[src/rtl/norm_corr_seq_ctrl.sv]
// norm_corr_seq_ctrl
// Sequencer for the normalise+correlate datapath (norm -> NUM_DISP-disparity corr bank).
//  - Accepts pixel samples on i_in_valid/o_in_ready and strobes o_dp_wen once per accepted sample.
//  - Counts datapath pulses per line to know when a valid correlation result sits on i_corr_bus.
//  - Snapshots the corr bank and serially picks the best disparity (strictly greater wins, ties keep
//    the lowest index), then presents it on o_out_valid/i_out_ready.
//  - After the last sample of a line, issues PIPE_LAT flush pulses (o_dp_flush) to drain the pipe,
//    then pulses o_line_done.
// Optional feature: define NORM_CORR_SEQ_THRESH_EN to add i_min_score; a best score below it is
// reported as o_out_disp = 4'hF (no match) while o_out_score still carries the best value.
// Ports:
//  i_clk, i_rst          clock (rising edge), asynchronous active-high reset
//  i_in_valid, i_in_last sample handshake in; i_in_last marks the last sample of a line
//  o_in_ready            controller accepts a sample this cycle
//  o_dp_wen, o_dp_flush  datapath advance strobe; flush forces datapath sample inputs to zero
//  i_corr_bus            NUM_DISP packed 16-bit correlation values, index 0 in [15:0]
//  o_out_valid, i_out_ready  result handshake
//  o_out_disp, o_out_score, o_out_col  winning disparity, its score, column within line
//  o_line_done           one-cycle pulse when the flush of a line completes
//  i_min_score           (NORM_CORR_SEQ_THRESH_EN only) minimum score for a match
module norm_corr_seq_ctrl #(
  parameter int NUM_DISP = 11,
  parameter int PIPE_LAT = 6,
  parameter int COL_W    = 12
) (
  input  logic                  i_clk,
  input  logic                  i_rst,
  input  logic                  i_in_valid,
  input  logic                  i_in_last,
  output logic                  o_in_ready,
  output logic                  o_dp_wen,
  output logic                  o_dp_flush,
  input  logic [NUM_DISP*16-1:0] i_corr_bus,
  output logic                  o_out_valid,
  input  logic                  i_out_ready,
  output logic [3:0]            o_out_disp,
  output logic [15:0]           o_out_score,
  output logic [COL_W-1:0]      o_out_col,
  output logic                  o_line_done
`ifdef NORM_CORR_SEQ_THRESH_EN
  ,
  input  logic [15:0]           i_min_score
`endif
);

  typedef enum logic [2:0] {
    S_IDLE  = 3'd0,
    S_RUN   = 3'd1,
    S_SCAN  = 3'd2,
    S_HOLD  = 3'd3,
    S_FLUSH = 3'd4
  } state_t;

  localparam int SCW = $clog2(NUM_DISP + 1);
  localparam int FLW = $clog2(PIPE_LAT + 1);
  // First 1-based pulse number whose result has a full left shift chain.
  localparam logic [COL_W-1:0] RES_N     = COL_W'(PIPE_LAT + NUM_DISP);
  localparam logic [COL_W-1:0] COL_OFS   = COL_W'(PIPE_LAT + 1);
  localparam logic [SCW-1:0]   SCAN_LAST = SCW'(NUM_DISP);
  localparam logic [FLW-1:0]   FL_LAST   = FLW'(PIPE_LAT - 1);
  localparam logic [FLW-1:0]   FL_ALL    = FLW'(PIPE_LAT);

  state_t                 r_state, w_state_nx;
  logic                   r_in_ready, r_out_valid, r_line_done, r_last_seen;
  logic [COL_W-1:0]       r_npulse, r_res_col, r_out_col;
  logic [FLW-1:0]         r_nflush;
  logic [SCW-1:0]         r_scan_cnt;
  logic [NUM_DISP*16-1:0] r_snap;
  logic [15:0]            r_best_score, r_out_score;
  logic [3:0]             r_best_idx, r_out_disp;

  logic                   w_dp_wen, w_dp_flush, w_line_end, w_accept;
  logic                   w_sat, w_due, w_take, w_no_match;
  logic [COL_W-1:0]       w_n_next, w_col;
  logic [15:0]            w_cur, w_bsc;
  logic [3:0]             w_idx, w_bix;

  // Pulse number this strobe would carry; saturates so very long lines keep a sane counter.
  assign w_sat    = &r_npulse;
  assign w_n_next = w_sat ? r_npulse : (r_npulse + COL_W'(1));
  assign w_due    = (w_n_next >= RES_N);
  assign w_col    = w_sat ? {COL_W{1'b1}} : (w_n_next - COL_OFS);

  // Serial compare: the snapshot shifts down one word per cycle, first compare always loads.
  assign w_cur  = r_snap[15:0];
  assign w_idx  = 4'(r_scan_cnt - SCW'(1));
  assign w_take = (r_scan_cnt == SCW'(1)) || (w_cur > r_best_score);
  assign w_bsc  = w_take ? w_cur : r_best_score;
  assign w_bix  = w_take ? w_idx : r_best_idx;

`ifdef NORM_CORR_SEQ_THRESH_EN
  assign w_no_match = (w_bsc < i_min_score);
`else
  assign w_no_match = 1'b0;
`endif

  assign w_accept    = i_in_valid && r_in_ready;
  assign o_in_ready  = r_in_ready;
  assign o_dp_wen    = w_dp_wen;
  assign o_dp_flush  = w_dp_flush;
  assign o_out_valid = r_out_valid;
  assign o_out_disp  = r_out_disp;
  assign o_out_score = r_out_score;
  assign o_out_col   = r_out_col;
  assign o_line_done = r_line_done;

  // Next-state and strobe decode.
  always_comb begin
    w_state_nx = r_state;
    w_dp_wen   = 1'b0;
    w_dp_flush = 1'b0;
    w_line_end = 1'b0;
    case (r_state)
      S_IDLE, S_RUN: begin
        if (w_accept) begin
          w_dp_wen = 1'b1;
          if (w_due) begin
            w_state_nx = S_SCAN;
          end else if (i_in_last) begin
            w_state_nx = S_FLUSH;
          end else begin
            w_state_nx = S_RUN;
          end
        end else begin
          w_state_nx = r_state;
        end
      end
      S_SCAN: begin
        if (r_scan_cnt == SCAN_LAST) begin
          w_state_nx = S_HOLD;
        end else begin
          w_state_nx = S_SCAN;
        end
      end
      S_HOLD: begin
        if (i_out_ready) begin
          if (!r_last_seen) begin
            w_state_nx = S_RUN;
          end else if (r_nflush != FL_ALL) begin
            w_state_nx = S_FLUSH;
          end else begin
            w_state_nx = S_IDLE;
            w_line_end = 1'b1;
          end
        end else begin
          w_state_nx = S_HOLD;
        end
      end
      S_FLUSH: begin
        w_dp_wen   = 1'b1;
        w_dp_flush = 1'b1;
        if (w_due) begin
          w_state_nx = S_SCAN;
        end else if (r_nflush == FL_LAST) begin
          w_state_nx = S_IDLE;
          w_line_end = 1'b1;
        end else begin
          w_state_nx = S_FLUSH;
        end
      end
      default: begin
        w_state_nx = S_IDLE;
      end
    endcase
  end

  // State, handshake flags and per-line counters.
  always_ff @(posedge i_clk or posedge i_rst) begin
    if (i_rst) begin
      r_state     <= S_IDLE;
      r_in_ready  <= 1'b0;
      r_out_valid <= 1'b0;
      r_line_done <= 1'b0;
      r_last_seen <= 1'b0;
      r_npulse    <= '0;
      r_nflush    <= '0;
      r_res_col   <= '0;
    end else begin
      r_state     <= w_state_nx;
      r_in_ready  <= (w_state_nx == S_IDLE) || (w_state_nx == S_RUN);
      r_out_valid <= (w_state_nx == S_HOLD);
      r_line_done <= w_line_end;
      if (w_line_end) begin
        r_npulse    <= '0;
        r_nflush    <= '0;
        r_last_seen <= 1'b0;
      end else begin
        if (w_dp_wen) begin
          r_npulse <= w_n_next;
        end
        if (w_dp_flush) begin
          r_nflush <= r_nflush + FLW'(1);
        end
        if (w_accept && i_in_last) begin
          r_last_seen <= 1'b1;
        end
      end
      if (w_dp_wen && w_due) begin
        r_res_col <= w_col;
      end
    end
  end

  // Snapshot, serial argmax and result output registers.
  always_ff @(posedge i_clk or posedge i_rst) begin
    if (i_rst) begin
      r_scan_cnt   <= '0;
      r_snap       <= '0;
      r_best_score <= 16'd0;
      r_best_idx   <= 4'd0;
      r_out_disp   <= 4'd0;
      r_out_score  <= 16'd0;
      r_out_col    <= '0;
    end else if (r_state == S_SCAN) begin
      if (r_scan_cnt == SCW'(0)) begin
        r_snap <= i_corr_bus;
      end else begin
        r_snap       <= {16'd0, r_snap[NUM_DISP*16-1:16]};
        r_best_score <= w_bsc;
        r_best_idx   <= w_bix;
      end
      if (r_scan_cnt == SCAN_LAST) begin
        r_scan_cnt  <= '0;
        r_out_score <= w_bsc;
        r_out_disp  <= w_no_match ? 4'hF : w_bix;
        r_out_col   <= r_res_col;
      end else begin
        r_scan_cnt <= r_scan_cnt + SCW'(1);
      end
    end else begin
      r_scan_cnt <= '0;
    end
  end

endmodule

[config.mk]
export PLATFORM = sky130hd
export DESIGN_NAME = norm_corr_seq_ctrl
export DESIGN_NICKNAME = d
export VERILOG_FILES = /design/src/rtl/norm_corr_seq_ctrl.sv
export SDC_FILE = /design/constraint.sdc
export NUM_CORES = 1
export LEC_CHECK = 0
export BUFFER_PORTS_ARGS = -buffer_cell sky130_fd_sc_hd__buf_2
export CAP_MARGIN = 20
export CORE_MARGIN = 2
export CORE_UTILIZATION = 50
export DETAILED_ROUTE_END_ITERATION = 8
export PLACE_DENSITY = 0.81
export SLEW_MARGIN = 20
export SYNTH_ARGS = -nofsm -noshare
export SYNTH_HDL_FRONTEND = slang
export SYNTH_SLANG_ARGS = --single-unit
[constraint.sdc]
create_clock -name i_clk -period 22.5 [get_ports i_clk]
set_clock_uncertainty 0.05 [all_clocks]
set_input_delay 1.125 -clock i_clk [delete_from_list [all_inputs] [get_ports i_clk]]
set_output_delay 1.125 -clock i_clk [all_outputs]
set_load 0.02 [all_outputs]
==> impl_metrics.yaml, run 1 <==
die:
  ioPinCount: 218
  fp-row-count: 58
  fp.dieW_um: 162.6
  start_util_pct: 50.40
  die_h_um: 162.6
  coreArea_mm2: 0.02496
  dieArea_mm2: 0.02645
placed_design:
  globalplace.congestion: 0.9212
  io_buffers: 217
  placed_cell_area_mm2: 0.01382
  post-dp-hpwl_um: 21580
  pre_cts_ws_ns: 19.00
sta:
  fin_crit_sh_pct: 15.92
  fin_setup_tns_ns: 0
  worst_slack_ns: 18.92
  maxSlewViolCount: 0
  hold-worst-slack_ns: 0.4254
  worstMarginPinSlew_ns: 1.048
  period_needed_ns: 3.582
  final-hold-violation-count: 0
  rsz0062_at_grt: "false"
  max_freq_mhz: 279.2
  relSlewSlack_pct: 29.85
  setup_viol: 0
outcome:
  status: "finished, final reports clean"
setup_path:
  cp-start-kind: "flip-flop"
  crit_family: "compound AO/OA/AOI/OAI gates"
  rrSetupSlack_ns: 18.92
  r2r_cells: 11
  reg2reg_from: "r_npulse[1]"
  required_ns: 22.83
  crit_fanout: 11
  crit_arrival_ns: 3.91
  cpPeakStageDelay_ns: 0.64
  critPathSlowestCell: "o21ai_1"
  r2r-end: "r_npulse[7]"
  crit_top_cell: "ha_1"
  crit_buf_inv: 1
  endpoint_kind: "flip-flop"
  path_class: "reg2reg"
  crit_chain: "ha_1 -> nand3_1 -> nor3_4 -> inv_2 -> ha_1 -> ha_1 -> nand3b_1 -> o21ai_1 -> nand3_2 -> o21ai_1 -> o21ai_0"
global_route:
  grt_antenna_before_repair: 1
  grt_max_degree: 138
  grt.total_usage_pct: 23.72
  grt_pass1_vias: 10160
  overflow: 0
  grt_pass1_wl_um: 50920
final_layout:
  stdcell_area_mm2: 0.01478
  fillers: 2161
  final_util_pct: 59.22
  antenna_cells: 0
  drive_gt1_share_pct: 20.89
  nets: 1761
  area_growth_pct: 17.49
clock_tree:
  hold_buffers: 0
  htreeDepth: 1
  worstSkewPairLatency_ns: 0.53
  root_buffer: "clkbuf_16"
  cts_tree: "yes"
  cts_resized: 0
  clock-sinks: 266
  clk_pin_slew_ns: 0.06
  cts.path.max_buffers: 3
  cts_buffers: 28
  cts_setup_buffers: 0
worst_hold_path:
  hp-class: "reg2reg"
  holdPathEnd: "o_out_score[11]"
  min-delay-start: "o_out_score[11]"
  hold_path_depth: 2
yosys:
  synth.area.top_cells: "dfrtp_1 (53%), nand2_1 (11%), a31oi_1 (8.1%)"
  ys_ff_latch: 266
  syn_area_per_cell_um2: 9.065
  ys_warn_count: 0
  synth_cell_types: 63
  synth_area_leader_cell: "dfrtp_1"
  synth.most_common_cell: "nand2_1"
  synth_ff_type: "dfrtp_1"
  synth_common_cells: "nand2_1 (376), dfrtp_1 (266), nor2_1 (180)"
  synth_edf_count: 0
  synth_top_area_share_pct: 52.90
  netlist_area_mm2: 0.01258
  syn_nets: 1596
  yosysSeqAreaShare_pct: 52.90
  syn_inst: 1388
  synthArstFlopShare_pct: 100.0
routing:
  postRouteAntennaNets: 0
  routed_via_density: 5.569
  via_count: 10610
  drc: 0
  totalWireLength_um: 31750
  drt_first_pass_iters: 5
  wl_per_cell_um: 16.67
  drtIter0Drc: 1132
job:
  maxCapViolCount: 0
power:
  p_leak_nw: 7.043
  peakVddDrop_uv: 74.37
  powerDensity_mw_per_mm2: 135.6
## sequential cells by signal, summed over array words and instances (netlist names)
register,cells
o_out_disp,4
r_res_col,12
r_state,3
r_best_idx,4
o_out_valid,1
o_out_score,16
r_snap,176
r_last_seen,1
o_line_done,1
o_in_ready,1
r_best_score,16
r_npulse,12
r_scan_cnt,4
r_nflush,3
o_out_col,12
## layout make-up
type	instances	area, µm²	area share, %
tap	330	412.9	2.793
timing repair buffer	228	1200	8.117
clock inverter	10	83.83	0.5671
clock buffer	42	844.6	5.713
inverter	34	135.1	0.9141
sequential	266	6656	45.03
multi-input combinational	995	5450	36.87
## tightest hold or removal path, stage by stage, from the launching register on
cell and delay (ns):
dfrtp_1 0.34, nand2_1 0.04, o21ai_0 0.06
## metrics by stage
| step | total power [mW] | std cells |
|---|---|---|
| after floorplan | 1.349 | 1388 |
| after CTS | 2.012 | 1904 |
| after global placement | 1.505 | 1852 |
| after detailed placement | 1.545 | 1852 |
| after global routing | 2.160 | 1905 |
| final | 2.005 | 1905 |
## metal layers
layer  vias to the layer above  wire length, µm  track usage (%)
li1                       5061                -                -
met4                         0              957            8.286
met1                      5083            13430            32.41
met2                       389            15280            38.70
met5                         -                0                0
met3                        76             2092            3.845
## placed cells by master, fill, tap and decap left out, drive strengths merged, types with 2 or more instances in the layout
cell type	netlist	final
nand2	377	377
dfrtp	266	266
buf	18	228
nor2	181	181
a31oi	163	163
o21ai	48	48
clkbuf	75	42
inv	33	34
mux2	33	33
ha	27	27
mux2i	22	22
a22o	16	16
a21oi	13	13
nor3	13	13
xnor2	10	10
and2	9	9
clkinv	1	8
nand4	8	8
xor2	7	7
nand3	7	7
and3	6	6
nor2b	6	6
a21o	5	5
o31ai	4	4
nand2b	4	4
and4	3	3
o31a	3	3
a211oi	3	3
a21boi	3	3
a2111oi	3	3
o211ai	2	2
o211a	2	2
a41o	2	2
a31o	2	2
## kinds of logic after synthesis
family	synth area share, %
flip-flops	52.90
adder cells (fa/ha/maj)	2.685
multiplexers	4.733
AND/OR/NAND/NOR	20.00
XOR/XNOR	1.183
buffers and inverters	3.978
AO/OA/AOI/OAI	14.52
## power breakdown
group	internal, mW	switching [mW]
sequential	0.674	0.137
clock	0.271	0.189
combinational	0.295	0.440
total	1.24	0.765
## how the worst max path moves through the flow
stage                startpoint          endpoint  slack, ns  cells after the start
floorplan                 i_rst        o_in_ready      14.00                      1
global placement     r_state[1]   r_best_score[2]      19.05                      7
detailed placement   r_state[1]  r_best_score[14]      19.00                      7
CTS                  r_state[1]  r_best_score[14]      18.97                      7
global route        r_npulse[1]      r_npulse[11]      18.66                     11
finish              r_npulse[1]       r_npulse[7]      18.92                     11
No activity file was read; power rests on OpenSTA's default activity.
==> run 2, diff against run 1 <==
--- a/config.mk
+++ b/config.mk
@@ -5,6 +5,7 @@
 export SDC_FILE = /design/constraint.sdc
 export NUM_CORES = 1
 export LEC_CHECK = 0
+export ABC_AREA = 1
 export BUFFER_PORTS_ARGS = -buffer_cell sky130_fd_sc_hd__buf_2
 export CAP_MARGIN = 20
 export CORE_MARGIN = 2
==> constraint.sdc (replaced) <==
create_clock -name i_clk -period 3.73 [get_ports i_clk]
set_clock_uncertainty 0.05 [all_clocks]
set_input_delay 0.1865 -clock i_clk [delete_from_list [all_inputs] [get_ports i_clk]]
set_output_delay 0.1865 -clock i_clk [all_outputs]
set_load 0.02 [all_outputs]
==> run 2 against run 1 <==
  * Sequential power grew to 5.9 times the previous value
  * Global-route usage is 5.5 points higher
  * Register-to-register slack worse by 18 ns
  * Die area is 0.84% higher
  * Non-clock buffer count is 179 higher
  * Critical path depth is 6 higher
  * Total power grew to 6.0 times the previous value
  * Combinational power grew to 5.7 times the previous value
  * Area after synthesis is 0.86% higher
  * Critical path type unchanged
  * Critical endpoint is now o_in_ready
  * Highest routed layer unchanged
==> impl_metrics.yaml, run 2 <==
power:
  peakVddDrop_uv: 394.7
  powerDensity_mw_per_mm2: 714.8
  p_leak_nw: 8.311
yosys:
  synth.area.top_cells: "dfrtp_1 (52%), nand2_1 (15%), nand3_1 (14%)"
  ys_ff_latch: 266
  netlist_area_mm2: 0.01269
  yosysSeqAreaShare_pct: 52.46
  syn_nets: 1778
  synth_edf_count: 0
  synth_ff_type: "dfrtp_1"
  synth_cell_types: 34
  ys_warn_count: 0
  syn_inst: 1570
  synth_top_area_share_pct: 52.46
  synth.most_common_cell: "nand2_1"
  synth_common_cells: "nand2_1 (496), nand3_1 (362), dfrtp_1 (266)"
  synth_area_leader_cell: "dfrtp_1"
  syn_area_per_cell_um2: 8.083
  synthArstFlopShare_pct: 100.0
final_layout:
  mostFrequentLayoutCells: "nand2_1 (496), nand3_1 (362), dfrtp_1 (266)"
  stdcell_area_mm2: 0.01675
  top_register: "r_snap"
  area_growth_pct: 31.98
  drive_gt1_share_pct: 15.90
  final_common_cell: "nand2_1"
  largest_reg_flops: 176
  nets: 2120
die:
  die_h_um: 163.3
  dieArea_mm2: 0.02667
  fp.dieW_um: 163.3
  start_util_pct: 50.68
  fp-row-count: 58
  coreArea_mm2: 0.02504
  ioPinCount: 218
setup_path:
  r2r-end: "o_in_ready"
  endpoint_kind: "flip-flop"
  cp-start-kind: "flip-flop"
  cpPeakStageDelay_ns: 0.43
  required_ns: 4.14
  crit_arrival_ns: 3.35
  crit_buf_inv: 4
  crit_fanout: 14
  critPathSlowestCell: "dfrtp_1"
  rrSetupSlack_ns: 0.79
  crit_family: "simple AND/OR/NAND/NOR gates"
  path_class: "reg2reg"
  reg2reg_from: "r_npulse[1]"
  r2r_cells: 17
  crit_chain: "ha_1 -> nand2_1 -> nor2_4 -> nand3_2 -> o21a_1 -> inv_1 -> ha_1 -> inv_1 -> nor2_1 -> nand4_1 -> nand2_2 -> nand3_2 -> nand2_2 -> inv_2 -> nor2_2 -> inv_1 -> nor2_1"
  crit_top_cell: "inv_1"
clock_tree:
  htreeDepth: 1
  clk_pin_slew_ns: 0.06
  cts_setup_buffers: 0
  root_buffer: "clkbuf_16"
  worstSkewPairLatency_ns: 0.54
  cts_buffers: 28
  cts_tree: "yes"
  clock-sinks: 266
  cts_resized: 0
  cts.path.max_buffers: 3
global_route:
  overflow: 0
  grt_max_degree: 211
  grt_antenna_before_repair: 1
  grt_pass1_vias: 12550
  grt_pass1_wl_um: 62670
  grt.total_usage_pct: 29.20
routing:
  routed_via_density: 5.609
  postRouteAntennaNets: 0
  via_count: 12690
  totalWireLength_um: 39190
  wl_per_cell_um: 17.32
  drc: 0
  drtIter0Drc: 1233
  drt_first_pass_iters: 6
placed_design:
  placed_cell_area_mm2: 0.01396
  pre_cts_ws_ns: 0.8055
  globalplace.congestion: 0.8510
  io_buffers: 217
  post-dp-hpwl_um: 21830
sta:
  worst_slack_ns: 0.7894
  fin_crit_sh_pct: 78.84
  worstMarginPinSlew_ns: 0.9954
  max_freq_mhz: 340.1
  setup_viol: 0
  fin_setup_tns_ns: 0
  final-hold-violation-count: 0
  period_needed_ns: 2.941
  maxSlewViolCount: 0
  rsz0062_at_grt: "false"
  relSlewSlack_pct: 33.64
outcome:
  status: "finished, final reports clean"
worst_hold_path:
  min-delay-start: "i_out_ready"
  hp-class: "in2reg"
  hold_path_depth: 4
  holdPathEnd: "r_state[0]"
job:
  maxCapViolCount: 0
[run 2: changes by cell type after synthesis, sizes merged, moves of 9 or more]
cell / delta
a31oi: -160
a22o: -16
clkbuf: -11
o211ai: +14
inv: +70
nand3: +358
nor2: -119
o22ai: +15
o21ai: +22
and2: -9
nand2: +125
buf: +13
mux2i: -22
mux2: -33
[run 2: where the power goes]
part | switching (mW) | internal, mW
clock network | 1.17 | 1.86
registers | 0.726 | 4.06
logic | 2.65 | 1.51
total | 4.55 | 7.43
[run 2: repair_timing]
item | in CTS | in global routing
endpoints found under the hold margin | 191 | 0
hold buffers | 178 | 0
setup endpoints to repair | 0 | 0
[run 2: layout make-up]
type | instances | area, µm²
fillers | 1923 | 8289
flip-flops and latches | 266 | 6656
multi-input cells | 1104 | 5253
repair buffers | 407 | 3020
clock buffers | 38 | 809.5
well taps | 330 | 412.9
inverters | 105 | 402.9
clock inverters | 11 | 190.2
diodes | 1 | 2.502
[run 2: layer usage]
metal	part of all wire (%)	up-vias	GRT usage, %
met5	0	-	0
met2	47	714	46.85
met4	5.9	0	16.05
li1	-	5821	-
met1	39	5973	37.86
met3	7.6	180	4.926
[run 2: how the worst max path moves through the flow]
stage,endpoint,start,slack (ns),cells past startpoint
finish,o_in_ready,r_npulse[1],0.79,17
global route,o_in_ready,r_npulse[1],0.46,17
CTS,o_in_ready,r_npulse[1],0.78,16
detailed placement,o_in_ready,r_npulse[1],0.81,16
global placement,o_in_ready,r_npulse[1],0.88,16
floorplan,o_in_ready,i_rst,-0.02,1
[run 2: cells by family after synthesis]
family / after synthesis / synth area share [%]
AO/OA/AOI/OAI: 122 / 5.394
flip-flops: 266 / 52.46
XOR/XNOR: 10 / 0.6902
AND/OR/NAND/NOR: 945 / 32.53
buffers and inverters: 200 / 6.271
adder cells (fa/ha/maj): 27 / 2.662
[run 2: tightest hold or removal path: stages]
cell and delay [ns]:
buf_2 0.13, nand2_1 0.11, a21oi_1 0.10, nand2_1 0.08
[run 2: stage by stage]
| step | power [mW] | utilization, % | hold WS [ns] | instances |
|---|---|---|---|---|
| after floorplan | 7.536 | - | 0.2786 | 1570 |
| after global placement | 8.419 | 55.77 | 0.1767 | 2034 |
| after detailed placement | 8.610 | 55.77 | 0.1826 | 2034 |
| after CTS | 11.79 | 66.88 | 0.02875 | 2261 |
| after global routing | 12.74 | 66.89 | 0.08971 | 2262 |
| final | 11.97 | 66.89 | 0.06682 | 2262 |
==> run 3, diff against run 2 <==
--- a/config.mk
+++ b/config.mk
@@ -5,7 +5,7 @@
 export SDC_FILE = /design/constraint.sdc
 export NUM_CORES = 1
 export LEC_CHECK = 0
-export ABC_AREA = 1
+export ABC_AREA = 0
 export BUFFER_PORTS_ARGS = -buffer_cell sky130_fd_sc_hd__buf_2
 export CAP_MARGIN = 20
 export CORE_MARGIN = 2
==> constraint.sdc (replaced) <==
create_clock -name i_clk -period 2.81 [get_ports i_clk]
set_clock_uncertainty 0.05 [all_clocks]
set_input_delay 0.1405 -clock i_clk [delete_from_list [all_inputs] [get_ports i_clk]]
set_output_delay 0.1405 -clock i_clk [all_outputs]
set_load 0.02 [all_outputs]
==> run 3 against run 2 <==
  * Setup slack got worse by 0.71 ns
  * Largest power group is now combinational logic
  * Critical endpoint is now r_res_col[10]
  * Final area rose by 1.9%
  * First-iteration DRC count rose by 7.8%
==> impl_metrics.yaml, run 3 (synthesized netlist as in run 1, its figures left out) <==
die:
  die_h_um: 162.6
  ioPinCount: 218
  coreArea_mm2: 0.02496
  fp-row-count: 58
  start_util_pct: 50.40
  fp.dieW_um: 162.6
  dieArea_mm2: 0.02645
clock_tree:
  cts_buffers: 29
  cts.path.max_buffers: 3
  root_buffer: "clkbuf_16"
  clock-sinks: 266
  clk_pin_slew_ns: 0.06
  cts_tree: "yes"
  worstSkewPairLatency_ns: 0.55
  htreeDepth: 1
global_route:
  grt_antenna_before_repair: 3
  grt.total_usage_pct: 30.36
  overflow: 0
  grt_pass1_wl_um: 63500
  grt_max_degree: 177
  grt_pass1_vias: 12310
routing:
  totalWireLength_um: 40400
  drc: 0
  via_count: 12160
  drtIter0Drc: 1329
  drt_first_pass_iters: 6
  routed_via_density: 5.718
  postRouteAntennaNets: 0
  wl_per_cell_um: 19.00
sta:
  maxSlewViolCount: 0
  period_needed_ns: 2.732
  fin_crit_sh_pct: 97.22
  worstMarginPinSlew_ns: 1.066
  final-hold-violation-count: 0
  relSlewSlack_pct: 28.66
  max_freq_mhz: 366.1
  setup_viol: 0
  hold-worst-slack_ns: 0.1856
final_layout:
  layoutNonFillerInstCount: 2126
  drive_gt1_share_pct: 20.75
  largest_reg_flops: 176
  multiInputGateArea_mm2: 0.005515
  nets: 1979
  area_growth_pct: 35.64
  layout.area.seq_mm2: 0.006658
  mostFrequentLayoutCells: "nand2_1 (375), dfrtp_1 (265), buf_2 (217)"
  top_register: "r_snap"
  final_common_cell: "nand2_1"
  fillers: 1742
power:
  powerDensity_mw_per_mm2: 1019
  peakVddDrop_uv: 591.1
  p_leak_nw: 8.021
  p_total_mw: 17.40
outcome:
  status: "finished, final reports clean"
setup_path:
  crit_fanout: 4
  crit_chain: "ha_4 -> nand3_4 -> nor3_4 -> inv_2 -> ha_4 -> inv_1 -> ha_1 -> a2111oi_4 -> nand2_1 -> xor2_1 -> o31a_1"
  required_ns: 3.19
  r2r_cells: 11
  crit_arrival_ns: 3.11
  cp-start-kind: "flip-flop"
  critPathSlowestCell: "a2111oi_4"
  path_class: "reg2reg"
  crit_top_cell: "ha_4"
  endpoint_kind: "flip-flop"
  cpPeakStageDelay_ns: 0.46
placed_design:
  io_buffers: 217
  place_inst: 1888
  globalplace.congestion: 0.9008
  post-dp-hpwl_um: 22430
job:
  maxCapViolCount: 0
worst_hold_path:
  hp-class: "in2async"
-- run 3: changes by cell type in the layout (fill, tap and decap cells not counted), moves of 32 or more --
| cell | change |
|---|---|
| buf_4 | +32 |
| nand2_1 | -121 |
| nor2_1 | +129 |
| a31oi_1 | +160 |
| nand3_1 | -357 |
| inv_1 | -65 |
-- run 3: timing repair --
item                       CTS  global route
buffers inserted             0             2
gates resized for setup      0            13
setup endpoints to repair    0            29
hold endpoints to repair   202             0
hold buffers               180             0
-- run 3: stage by stage --
stage | TNS [ns] | setup slack (ns) | area, µm² | util [%]
after floorplan | -237.27 | -0.8920 | 12590 | -
after global placement | 0 | 0.1285 | 14180 | 56.81
after detailed placement | 0 | 0.05406 | 14180 | 56.81
after CTS | 0 | 0.04041 | 16970 | 67.99
after global routing | -0.1910 | -0.08380 | 17060 | 68.35
final | 0 | 0.07825 | 17070 | 68.36
-- run 3: worst max-delay path, delay by kind of cell, from the launching register on --
family	cells	cell delay (ns)
buf+inv	2	0.13
flops	1	0.39
compound gates	2	0.71
simple gates	3	0.48
xor+xnor	1	0.16
fa+ha+maj	3	0.70
-- run 3: path summary, 6_finish.rpt --
kind,from,endpoint,slack (ns)
max,r_npulse[1],r_res_col[10],0.08
min,i_rst,o_out_col[0],0.19
max reg2reg,r_npulse[1],r_res_col[10],0.08
min reg2reg,o_out_score[11],o_out_score[11],0.43
max in group asynchronous,i_rst,r_snap[44],1.62
min in group i_clk,i_corr_bus[160],r_snap[160],0.30
-- run 3: where the power goes --
part           internal [mW]  switching [mW]
Combinational           2.85            4.01
Sequential              5.40            1.17
Clock                   2.39            1.58
-- run 3: final cells by class --
cell class                      instances  area share (%)
Sequential cell                       266           39.01
Multi-Input combinational cell        995           32.32
Timing Repair Buffer                  445           19.64
Clock buffer                           41           4.809
Tap cell                              330           2.419
Clock inverter                         12          0.9897
Inverter                               34          0.7698
Antenna cell                            3         0.04399
-- run 3: routing by layer --
| layer | vias up | part of all wire, % | wire [µm] | track usage [%] |
|---|---|---|---|---|
| met1 | 5799 | 37 | 14930 | 35.85 |
| met5 | - | 0 | 0 | 0 |
| met3 | 206 | 7.4 | 2972 | 6.697 |
| li1 | 5509 | - | - | - |
| met2 | 643 | 49 | 19960 | 51.14 |
| met4 | 0 | 6.3 | 2541 | 17.90 |
